## src/rtl/bcd_scan_ctrl.sv

```systemverilog
// bcd_scan_ctrl
//
// Purpose:
//   Steps through a packed multi-digit BCD word, one digit at a time, and
//   presents each digit on the A1/A2/A4/A8 inputs of a shared `bcd`
//   BCD-to-decimal decoder. A one-hot digit select accompanies each digit.
//   Each digit is held for DWELL cycles, with GAP blank cycles between digits.
//   Codes above 9 are blanked on the decoder inputs and raise err.
//
// Parameters:
//   NDIG   number of BCD digits per word (>= 1)
//   DWELL  cycles each digit is presented (>= 1)
//   GAP    blank cycles between consecutive digits (>= 0)
//
// Ports:
//   clk       system clock, rising edge
//   rst_n     asynchronous active-low reset
//   in_valid  in_bcd holds a word to display
//   in_ready  controller can accept a word
//   in_bcd    packed BCD word, digit i = in_bcd[4i+3:4i], digit 0 shown first
//   abort     synchronous frame cancel
//   dec_a1    decoder input A1 (digit bit 0)
//   dec_a2    decoder input A2 (digit bit 1)
//   dec_a4    decoder input A4 (digit bit 2)
//   dec_a8    decoder input A8 (digit bit 3)
//   dig_sel   one-hot digit enable, all zero while blank
//   busy      frame in progress
//   done      one-cycle pulse at frame completion
//   err       an invalid digit was seen in the current/last frame
module bcd_scan_ctrl #(
  parameter int NDIG  = 4,
  parameter int DWELL = 8,
  parameter int GAP   = 2
) (
  input  logic              clk,
  input  logic              rst_n,
  input  logic              in_valid,
  output logic              in_ready,
  input  logic [4*NDIG-1:0] in_bcd,
  input  logic              abort,
  output logic              dec_a1,
  output logic              dec_a2,
  output logic              dec_a4,
  output logic              dec_a8,
  output logic [NDIG-1:0]   dig_sel,
  output logic              busy,
  output logic              done,
  output logic              err
);

  localparam int CMAX = (DWELL > GAP) ? DWELL : GAP;
  localparam int CW   = $clog2(CMAX + 1);
  localparam int IW   = (NDIG > 1) ? $clog2(NDIG) : 1;

  localparam logic [CW-1:0] DWELL_LAST = CW'(DWELL - 1);
  localparam logic [CW-1:0] GAP_LAST   = CW'((GAP > 0) ? GAP - 1 : 0);
  localparam logic [IW-1:0] IDX_LAST   = IW'(NDIG - 1);

  typedef enum logic [1:0] {
    S_IDLE,
    S_SHOW,
    S_GAP,
    S_DONE
  } state_t;

  state_t            state, state_nx;
  logic [IW-1:0]     idx, idx_nx;
  logic [CW-1:0]     cnt, cnt_nx;
  logic [4*NDIG-1:0] shadow, shadow_nx;
  logic              new_digit;
  logic              clear_err;

  logic [3:0]        digit_nx;
  logic [3:0]        dec_nx;
  logic [3:0]        dec_q;
  logic [NDIG-1:0]   sel_nx;
  logic              ready_nx;
  logic              busy_nx;
  logic              done_nx;
  logic              err_nx;

  // Next-state logic. cnt counts cycles spent in the current SHOW or GAP
  // stretch and restarts at zero on every state change. new_digit marks the
  // transition into the first SHOW cycle of a digit, which is where an
  // invalid code gets flagged.
  always_comb begin
    state_nx  = state;
    idx_nx    = idx;
    cnt_nx    = cnt;
    shadow_nx = shadow;
    new_digit = 1'b0;
    clear_err = 1'b0;
    case (state)
      S_IDLE: begin
        if (in_valid && !abort) begin
          shadow_nx = in_bcd;
          idx_nx    = '0;
          cnt_nx    = '0;
          state_nx  = S_SHOW;
          new_digit = 1'b1;
          clear_err = 1'b1;
        end
      end
      S_SHOW: begin
        if (abort) begin
          cnt_nx   = '0;
          state_nx = S_IDLE;
        end else if (cnt == DWELL_LAST) begin
          cnt_nx = '0;
          if (idx == IDX_LAST) begin
            state_nx = S_DONE;
          end else if (GAP > 0) begin
            state_nx = S_GAP;
          end else begin
            idx_nx    = idx + 1'b1;
            new_digit = 1'b1;
          end
        end else begin
          cnt_nx = cnt + 1'b1;
        end
      end
      S_GAP: begin
        if (abort) begin
          cnt_nx   = '0;
          state_nx = S_IDLE;
        end else if (cnt == GAP_LAST) begin
          cnt_nx    = '0;
          idx_nx    = idx + 1'b1;
          state_nx  = S_SHOW;
          new_digit = 1'b1;
        end else begin
          cnt_nx = cnt + 1'b1;
        end
      end
      S_DONE: begin
        cnt_nx   = '0;
        state_nx = S_IDLE;
      end
      default: begin
        cnt_nx   = '0;
        state_nx = S_IDLE;
      end
    endcase
  end

  // Output decode from the upcoming state so that every output can be
  // registered and still line up with the state it belongs to. The digit
  // mux walks the word instead of using a variable part-select so that an
  // idx value beyond NDIG-1 can never address past the word.
  always_comb begin
    digit_nx = 4'd0;
    sel_nx   = '0;
    for (int i = 0; i < NDIG; i++) begin
      if (idx_nx == IW'(i)) begin
        digit_nx = shadow_nx[4*i +: 4];
      end
    end
    if (state_nx == S_SHOW) begin
      for (int i = 0; i < NDIG; i++) begin
        sel_nx[i] = (idx_nx == IW'(i));
      end
    end

    dec_nx   = ((state_nx == S_SHOW) && (digit_nx <= 4'd9)) ? digit_nx : 4'd0;
    ready_nx = (state_nx == S_IDLE);
    busy_nx  = (state_nx == S_SHOW) || (state_nx == S_GAP);
    done_nx  = (state_nx == S_DONE);

    // err is sticky until the next accepted word; on acceptance it is
    // cleared and then immediately re-raised if digit 0 is already invalid.
    err_nx = clear_err ? 1'b0 : err;
    if (new_digit && (digit_nx > 4'd9)) begin
      err_nx = 1'b1;
    end
  end

  // State, sequencing counters, and the captured word.
  always_ff @(posedge clk or negedge rst_n) begin
    if (!rst_n) begin
      state  <= S_IDLE;
      idx    <= '0;
      cnt    <= '0;
      shadow <= '0;
    end else begin
      state  <= state_nx;
      idx    <= idx_nx;
      cnt    <= cnt_nx;
      shadow <= shadow_nx;
    end
  end

  // Output registers; reset blanks the display immediately.
  always_ff @(posedge clk or negedge rst_n) begin
    if (!rst_n) begin
      in_ready <= 1'b1;
      dec_q    <= 4'd0;
      dig_sel  <= '0;
      busy     <= 1'b0;
      done     <= 1'b0;
      err      <= 1'b0;
    end else begin
      in_ready <= ready_nx;
      dec_q    <= dec_nx;
      dig_sel  <= sel_nx;
      busy     <= busy_nx;
      done     <= done_nx;
      err      <= err_nx;
    end
  end

  assign dec_a1 = dec_q[0];
  assign dec_a2 = dec_q[1];
  assign dec_a4 = dec_q[2];
  assign dec_a8 = dec_q[3];

endmodule
```

## config.mk

```make
export PLATFORM = sky130hd
export DESIGN_NAME = bcd_scan_ctrl
export DESIGN_NICKNAME = d
export VERILOG_FILES = /design/src/rtl/bcd_scan_ctrl.sv
export SDC_FILE = /design/constraint.sdc
export NUM_CORES = 1
export LEC_CHECK = 0
export CAP_MARGIN = 20
export CORE_MARGIN = 4
export CORE_UTILIZATION = 47
export CTS_CLUSTER_DIAMETER = 60
export CTS_CLUSTER_SIZE = 10
export DETAILED_ROUTE_END_ITERATION = 6
export PLACE_DENSITY = 0.75
export SLEW_MARGIN = 25
export SYNTH_ARGS = -nofsm -noshare
export SYNTH_HDL_FRONTEND = slang
export SYNTH_SLANG_ARGS = --single-unit
```

## constraint.sdc

```tcl
create_clock -name clk -period 2.6 [get_ports clk]
set_clock_uncertainty 0.05 [all_clocks]
set_input_delay 0.52 -clock clk [delete_from_list [all_inputs] [get_ports clk]]
set_output_delay 0.52 -clock clk [all_outputs]
set_load 0.02 [all_outputs]
```

; ---- After elaboration in Yosys (flattened, before gate mapping)
; Cells that the tools add are included.
[word_totals]
rom_bits = 0
reg_bits = 36
latchBits = 0
memories = 0
output_inout_bits = 12
ramBits = 0
word_cells = 68
[op_classes]
shift = 0
n_bitwise = 0
magnitude_cmp = 2
mux = 32
reduce_logical = 9
addsub = 2
div = 0
n_eq_ne = 13
n_mul = 0
[ops]
columns = operator, count
row1 = $mux 4, 11
row2 = $mux 16, 2
row3 = $mux 2, 8
row4 = $pmux 4 s4, 1
row5 = $eq 2x2->1 const B, 7
row6 = $pmux 2 s4, 1
row7 = $mux 1, 7
row8 = $eq 2x1->1 const B, 3
row9 = $logic_not 2->1, 3
row10 = $add 4x1->4 const B, 1
row11 = $eq 4x1->1 const B, 1
row12 = $eq 4x3->1 const B, 1
row13 = $gt 4x4->1 const B, 1
row14 = $le 4x4->1 const B, 1
row15 = $pmux 2 s2, 1
row16 = $logic_and 1x1->1, 3
row17 = $add 2x1->2 const B, 1
row18 = $ne 2x2->1 const B, 1
row19 = $pmux 1 s2, 1
row20 = $reduce_bool 2->1, 1
row21 = $logic_not 1->1, 1
row22 = $logic_or 1x1->1, 1

; ---- Logic depth before layout (Yosys ltp)
; Gate-level depths: netlist of run 1.
[logic_depth]
depth_word = 12
ltp_mapped = 12
depth_no_buf = 11

; ---- Worst setup path after synthesis of run 1
; Ideal clock, no wire load.
[synth_timing]
kind = flip-flop to flip-flop
startpoint = register state[0]
endpoint = register err
slack_ps = -86
t_arrival_ps = 2514
required_ps = 2428
setup_time_ps = 122
stages_incl_launch_ff = 13
cell_sequence = dfrtp_1 -> inv_1 -> ha_1 -> buf_2 -> and3b_1 -> buf_6 -> nor2_1 -> a32o_1 -> or2_1 -> buf_2 -> o31a_1 -> or2_1 -> a32o_1
[synth_between]
elab_chain_len = 10
elab_cells_between_ends = 18
[synth_rtl]
columns = element, line
row1 = from (decl), 66  ; state_t state, state_nx;
row2 = from (signal assigned), 185  ; state <= state_nx;
row3 = $eq 2x2->1 or $logic_not 2->1 (tied branches), 93  ; case (state)
row4 = $pmux 2 s2, 93
row5 = $logic_not 2->1, 154  ; if (idx_nx == IW'(i)) begin
row6 = $mux 4 (4 in a row), 154
row7 = $gt 4x4->1, 172  ; if (new_digit && (digit_nx > 4'd9)) begin
row8 = $logic_and 1x1->1, 172
row9 = $mux 1 or $reduce_bool 2->1 (tied branches), n/a
row10 = to (signal assigned), 207  ; err <= err_nx;
row11 = to (decl), 48  ; output logic err
; Several ways; a longest one is shown, not always the timed one.
; A chain may end at the register's enable or synchronous reset.

; ---- Final worst setup path of run 1
[layout_timing]
startpoint = register state[1]
endpoint = register err
[layout_between]
elab_cells_between_ends = 18
[layout_lines]
columns = element, line
row1 = $logic_not 2->1 *, 93
row2 = $mux 16 *, 93
row3 = named net shadow_nx[1], 69  ; logic [4*NDIG-1:0] shadow, shadow_nx;
row4 = $mux 4 * (4 in a row), 154
row5 = $gt 4x4->1 *, 172
row6 = $logic_and 1x1->1 *, 172
row7 = $mux 1 or $reduce_bool 2->1 (tied branches), n/a
; Mark *: on every way through the listed nets, which the timed path passes. The rest lies on a longest branch.

==> impl_metrics.py, run 1 <==
metrics = {
    "timing": {
        "setup_tns_ns": 0,
        "setup_viol": 0,
        "hold_viol": 0,
        "rsz0062_at_grt": "yes",
        "fin_crit_sh_pct": 99.14,
        "whs_ns": 0.4297,
        "period_needed_ns": 2.578,
        "final_max_slew_viol_count": 0,
        "max_freq_ghz": 0.3880,
        "relSlewSlack_pct": 69.73,
        "tightest_slew_ns": 0.4541,
    },
    "worst_setup_path": {
        "endpoint_kind": "flop",
        "reg2reg_depth": 9,
        "regToRegSetupSlack_ns": 0.02,
        "required_ns": 2.74,
        "crit_arrival_ns": 2.71,
        "worstSetupPathType": "flop to flop",
        "critPathLaunchType": "flop",
        "r2r_start": "state[1]$_DFF_PN0_",
        "rr_endpoint": "err$_DFFE_PN0P_",
        "critPathMaxFanout": 8,
    },
    "hold_path": {
        "hold_path_class": "flop to flop",
        "min_to": "shadow[14]$_DFF_PN0_",
        "whs_path_depth": 2,
        "hp-start": "shadow[14]$_DFF_PN0_",
    },
    "cells_and_area": {
        "diodes": 0,
        "fin_area_um2": 2764,
        "fin_nets": 304,
        "area_delta_synth_final_pct": 44.66,
        "fin_util_pct": 72.76,
        "drive_above_1_share_pct": 27.90,
    },
    "die": {
        "die_x_um": 71.76,
        "core-area_um2": 3799,
        "die_h_um": 71.76,
        "start_util_pct": 50.30,
        "io_pins": 32,
        "dieArea_um2": 5149,
        "std_cell_rows": 22,
    },
    "routing": {
        "ant_nets": 0,
        "vias": 1707,
        "drt-pass1-iter-count": 4,
        "drt_iter0_markers": 102,
        "drcViolationCount": 0,
        "postRouteWirelength_um": 4678,
        "wire_per_inst_um": 14.44,
        "detail_route.vias_per_cell": 5.269,
    },
    "clock_network": {
        "clock_sinks": 36,
        "cts_root_buf": "clkbuf_8",
        "cts_buffers": 5,
        "cts_max_level": 2,
        "clock_path_buffers": 2,
        "clock_latency_ns": 0.29,
        "cts_tree": "built",
        "cts_hold_buf": 0,
        "path_clk_slew_ns": 0.08,
    },
    "power": {
        "p_per_area_nw_per_um2": 737.3,
        "design_power_total_mw": 2.038,
        "p_leak_nw": 1.382,
        "irDropWorstVdd_mv": 0.4138,
    },
    "global_routing": {
        "grt_first_pass_wirelength_um": 7500,
        "grt_use_met1_pct": 24.98,
        "busiest_layer": "met2",
        "met3_usage_pct": 4.909,
        "grt_use_total_pct": 18.88,
        "grt.overflow.total": 0,
        "grt_pass1_vias": 1558,
        "use_met2_pct": 29.69,
        "antenna_found_initial": 0,
        "grt_max_degree": 37,
    },
    "logic_synthesis": {
        "synth_cells": 197,
        "avgSynthCellArea_um2": 9.698,
        "synth_edf_count": 0,
        "synthArstFlopShare_pct": 100.0,
        "synthFlopType": "dfrtp_1",
        "ys_types": 47,
        "syn_area_um2": 1911,
        "synth_seq_cells": 36,
        "ys_seq_area_share_pct": 47.22,
        "yosys_warnings": 0,
        "syn-num-nets": 226,
    },
    "place": {
        "place_congestion": 0.9312,
        "dpl_cell_area_um2": 2522,
        "io_buffers": 31,
        "post-dp-hpwl_um": 3235,
    },
    "flow_run": {
        "drv_cap": 0,
    },
    "run_status": {
        "status": "completed",
    },
}
worst max path at each step:
stage,startpoint,end,slack [ns],depth (start not counted)
CTS,state[1]$_DFF_PN0_,err$_DFFE_PN0P_,0.006,9
floorplan,state[0]$_DFF_PN0_,err$_DFFE_PN0P_,-0.02,11
global route,state[0]$_DFF_PN0_,err$_DFFE_PN0P_,-0.09,9
finish,state[1]$_DFF_PN0_,err$_DFFE_PN0P_,0.02,9
global placement,abort,err$_DFFE_PN0P_,-0.42,8
detailed placement,abort,err$_DFFE_PN0P_,-0.47,9
layer usage:
| metal | vias up | share of wire [%] |
|---|---|---|
| met5 | - | 0 |
| met4 | 0 | 2.0 |
| met3 | 10 | 5.7 |
| met2 | 51 | 49 |
| met1 | 804 | 43 |
| li1 | 842 | - |
sequential cells by signal (all words and copies together), names as in the netlist:
| name | cells |
|---|---|
| done | 1 |
| idx | 2 |
| cnt | 4 |
| dec_q | 4 |
| err | 1 |
| dig_sel | 4 |
| shadow | 16 |
| state | 2 |
| busy | 1 |
| in_ready | 1 |
metrics by stage:
| step | cells | worst slack, ns |
|---|---|---|
| final | 324 | 0.02239 |
| after global routing | 324 | -0.09319 |
| after CTS | 315 | 0.005581 |
| after detailed placement | 305 | -0.4682 |
| after global placement | 305 | -0.4243 |
| after floorplan | 197 | -0.01555 |
cells in the final DEF (no fill, tap or decap), types with 2 or more instances in the layout:
cell / n
a21oi_1: 6
nor2b_1: 3
mux2i_1: 4
clkdlybuf4s50_1: 29
ha_1: 5
buf_4: 48
and2_1: 4
nand2_1: 43
inv_1: 10
dfrtp_1: 35
nand2b_1: 4
o211a_1: 2
or2_1: 2
o21ai_0: 3
nand3_1: 2
nor4_1: 3
a32oi_1: 2
a21o_1: 2
and3b_1: 2
o21bai_1: 2
nand3b_1: 3
clkbuf_8: 6
mux2_4: 2
mux2_2: 2
o31a_1: 2
and3_1: 3
nor2_1: 8
o22ai_1: 2
a21oi_2: 2
inv_2: 2
ha_2: 3
dlygate4sd2_1: 2
a211o_1: 2
cells by family (layout without fill, tap and decap cells):
| logic type | count (synthesis) | after routing | share of synthesized area [%] |
|---|---|---|---|
| DFF | 36 | 36 | 47.22 |
| AOI/OAI and AO/OA | 38 | 38 | 14.54 |
| muxes | 8 | 8 | 4.846 |
| adders and majority gates | 9 | 9 | 5.894 |
| buffers and inverters | 20 | 99 | 4.453 |
| and+or+nand+nor | 86 | 86 | 23.05 |
worst max-delay path, stage by stage (launching register included):
cell	delay [ns]
dfrtp_1	0.40
inv_2	0.08
ha_4	0.14
and3b_2	0.32
mux2_4	0.33
a211o_1	0.22
o211a_1	0.12
o31a_1	0.30
or2_1	0.25
a32o_1	0.25
synthesized netlist by cell type, drive strengths merged, types with 4 or more instances:
master | count | area [um2]
a21oi | 8 | 40.04
and2 | 4 | 25.02
and3 | 4 | 25.02
clkbuf | 5 | 18.77
dfrtp | 35 | 875.8
ha | 9 | 112.6
inv | 12 | 45.04
mux2 | 4 | 52.55
mux2i | 4 | 40.04
nand2 | 43 | 161.4
nand2b | 4 | 25.02
nor2 | 8 | 30.03
o21ai | 4 | 20.01
report_power, final:
group | internal [mW] | switching (mW) | total (mW)
registers | 0.713 | 0.0475 | 0.760
logic | 0.433 | 0.421 | 0.854
clock network | 0.216 | 0.208 | 0.424
layout make-up:
class / instances / area [um2]
fill: 296 / 1035
multi-input combinational: 141 / 992.2
sequential: 36 / 902.1
timing repair buffer: 79 / 668.1
clock buffer: 6 / 82.58
tap: 48 / 60.06
inverter: 12 / 45.04
clock inverter: 2 / 13.76
what timing repair did:
action | 4_1_cts | 5_1_grt
pin swaps | 9 | 6
endpoints found under the hold margin | 0 | 0
gates cloned | 0 | 0
setup buffers | 3 | 9
endpoints found under the setup margin | 5 | 5
resized for setup | 13 | 5
Power figures use the tool's default switching activity.
==> inputs of run 2 (changes only) <==
SETUP_SLACK_MARGIN = 0.02   (was unset)
==> run 2 against run 1 <==
  * Global-route usage is essentially flat
  * Highest routed layer unchanged
  * Clock power is essentially flat
  * Sequential share of layout area shrank 0.074 points
  * Critical endpoint unchanged
  * Critical path depth is the same
  * Sequential power is essentially flat
  * Cell count shrank 1.5%
  * Largest power group unchanged
  * Register-to-register slack is essentially flat
  * Power grew 0.54%
  * Setup slack gained 0.0089 ns
==> impl_metrics.py, run 2 (synthesis results as in run 1) <==
metrics = {
    "run_status": {
        "status": "completed",
    },
    "place": {
        "place_ws_ns": -0.4682,
        "io_buffers": 31,
        "place_congestion": 0.9312,
        "post-dp-hpwl_um": 3235,
    },
    "global_routing": {
        "antenna_found_initial": 0,
        "grt_use_total_pct": 18.91,
        "grt_first_pass_wirelength_um": 7534,
        "grt_pass1_vias": 1574,
        "grt_max_degree": 37,
        "grt.overflow.total": 0,
    },
    "timing": {
        "hold_viol": 0,
        "setup_slack_ns": 0.03128,
        "relSlewSlack_pct": 69.54,
        "setup_viol": 0,
        "period_needed_ns": 2.569,
        "final_max_slew_viol_count": 0,
        "fin_crit_sh_pct": 98.80,
        "max_freq_ghz": 0.3893,
        "tightest_slew_ns": 0.4570,
        "rsz0062_at_grt": "yes",
    },
    "cells_and_area": {
        "nFillCells": 293,
        "diodes": 0,
        "drive_above_1_share_pct": 29.89,
        "mostFrequentLayoutCells": "nand2_1 (43), buf_4 (43), dfrtp_1 (35), clkdlybuf4s50_1 (29), inv_1 (9)",
        "top_register": "shadow",
        "area_delta_synth_final_pct": 44.99,
        "fin_nets": 299,
        "largest_reg_flops": 16,
    },
    "die": {
        "die_h_um": 71.76,
        "start_util_pct": 50.30,
        "dieArea_um2": 5149,
        "core-area_um2": 3799,
        "io_pins": 32,
        "die_x_um": 71.76,
        "std_cell_rows": 22,
    },
    "routing": {
        "postRouteWirelength_um": 4722,
        "ant_nets": 0,
        "wire_per_inst_um": 14.80,
        "drt-pass1-iter-count": 4,
        "vias": 1726,
        "detail_route.vias_per_cell": 5.411,
        "drt_iter0_markers": 151,
        "drcViolationCount": 0,
    },
    "worst_setup_path": {
        "critPathLaunchType": "flop",
        "crit_arrival_ns": 2.71,
        "cp_cell_sequence": "inv_2, ha_4, and3b_2, nor2_4, a32o_2, or2_4, o31a_1, or2_1, a32o_1",
        "critPathMaxFanout": 8,
        "reg2reg_depth": 9,
        "slowest_delay_ns": 0.40,
        "r2r_start": "state[0]$_DFF_PN0_",
        "endpoint_kind": "flop",
        "rr_endpoint": "err$_DFFE_PN0P_",
        "worstSetupPathType": "flop to flop",
        "cp_slowest_cell": "dfrtp_1",
        "required_ns": 2.74,
        "regToRegSetupSlack_ns": 0.03,
    },
    "clock_network": {
        "cts_hold_buf": 0,
        "clock_latency_ns": 0.29,
        "cts_buffers": 5,
        "cts_max_level": 2,
        "cts_root_buf": "clkbuf_8",
        "path_clk_slew_ns": 0.08,
        "cts_tree": "built",
        "clock_sinks": 36,
        "clock_path_buffers": 2,
    },
    "power": {
        "p_leak_nw": 1.372,
        "irDropWorstVdd_mv": 0.4086,
        "internal_power_mw": 1.359,
        "p_switching_mw": 0.6900,
        "p_comb_share_pct": 42.0,
        "design_power_total_mw": 2.049,
        "p_sw_share_pct": 33.68,
        "clkPwrFrac_pct": 20.8,
        "pwr-share-seq_pct": 37.2,
        "p_per_area_nw_per_um2": 739.6,
    },
    "hold_path": {
        "whs_path_depth": 2,
        "min_to": "shadow[5]$_DFF_PN0_",
        "hold_path_class": "flop to flop",
        "hp-start": "shadow[5]$_DFF_PN0_",
    },
    "flow_run": {
        "drv_cap": 0,
    },
}
run 2: final cells by class:
class                           count  area [um2]  area share (%)
Sequential cell                    36       902.1           32.57
Tap cell                           48       60.06           2.168
Multi-Input combinational cell    141        1035           37.35
Inverter                           12       45.04           1.626
Clock inverter                      2       13.76          0.4968
Clock buffer                        6       82.58           2.981
Timing Repair Buffer               74       631.9           22.81
run 2: per-stage QoR:
step                hold slack, ns  TNS [ns]  area (um2)  utilization, %  cells
floorplan                   0.1744  -0.01555        1921               -    197
global placement            0.4045    -1.734        2522           66.40    305
detailed placement          0.4120    -1.970        2522           66.40    305
CTS                         0.4315         0        2688           70.75    315
global route                0.4670   -0.1336        2770           72.92    319
finish                      0.4263         0        2770           72.92    319
run 2: how the worst max path moves through the flow:
stage	start	to	slack (ns)	cells after the start
after global routing	state[0]$_DFF_PN0_	err$_DFFE_PN0P_	-0.09	9
after global placement	abort	err$_DFFE_PN0P_	-0.42	8
after detailed placement	abort	err$_DFFE_PN0P_	-0.47	9
final	state[0]$_DFF_PN0_	err$_DFFE_PN0P_	0.03	9
after CTS	state[0]$_DFF_PN0_	err$_DFFE_PN0P_	0.03	9
after floorplan	state[0]$_DFF_PN0_	err$_DFFE_PN0P_	-0.02	11
run 2: per-layer routing:
metal,part of all wire (%),up-vias,GRT usage (%),wire length [um]
met3,6.2,9,4.909,292
met5,0,-,0,0
met1,43,824,24.53,2037
li1,-,836,-,-
met4,1.6,0,7.516,74
met2,49,57,30.10,2318
run 2: worst max-delay path: cells and delay by family (launching register included):
family | cells | cell delay, ns
and+or+nand+nor | 4 | 0.94
buffers and inverters | 1 | 0.09
adders and majority gates | 1 | 0.14
DFF | 1 | 0.40
AOI/OAI and AO/OA | 3 | 0.85
run 2: repair_timing:
| item | in CTS | in global routing |
|---|---|---|
| endpoints found under the hold margin | 0 | 0 |
| setup endpoints to repair | 5 | 9 |
| setup buffers | 3 | 4 |
| pin swaps | 10 | 8 |
| gates resized for setup | 16 | 14 |
run 2: power groups by stage:
stage	Clock [mW]	Combinational [mW]	Sequential [mW]
2_1_floorplan	0	0.408	0.817
3_3_place_gp	0	0.741	0.763
3_5_place_dp	0	0.753	0.766
4_1_cts	0.436	0.799	0.756
5_1_grt	0.468	0.943	0.778
6_report	0.425	0.860	0.763
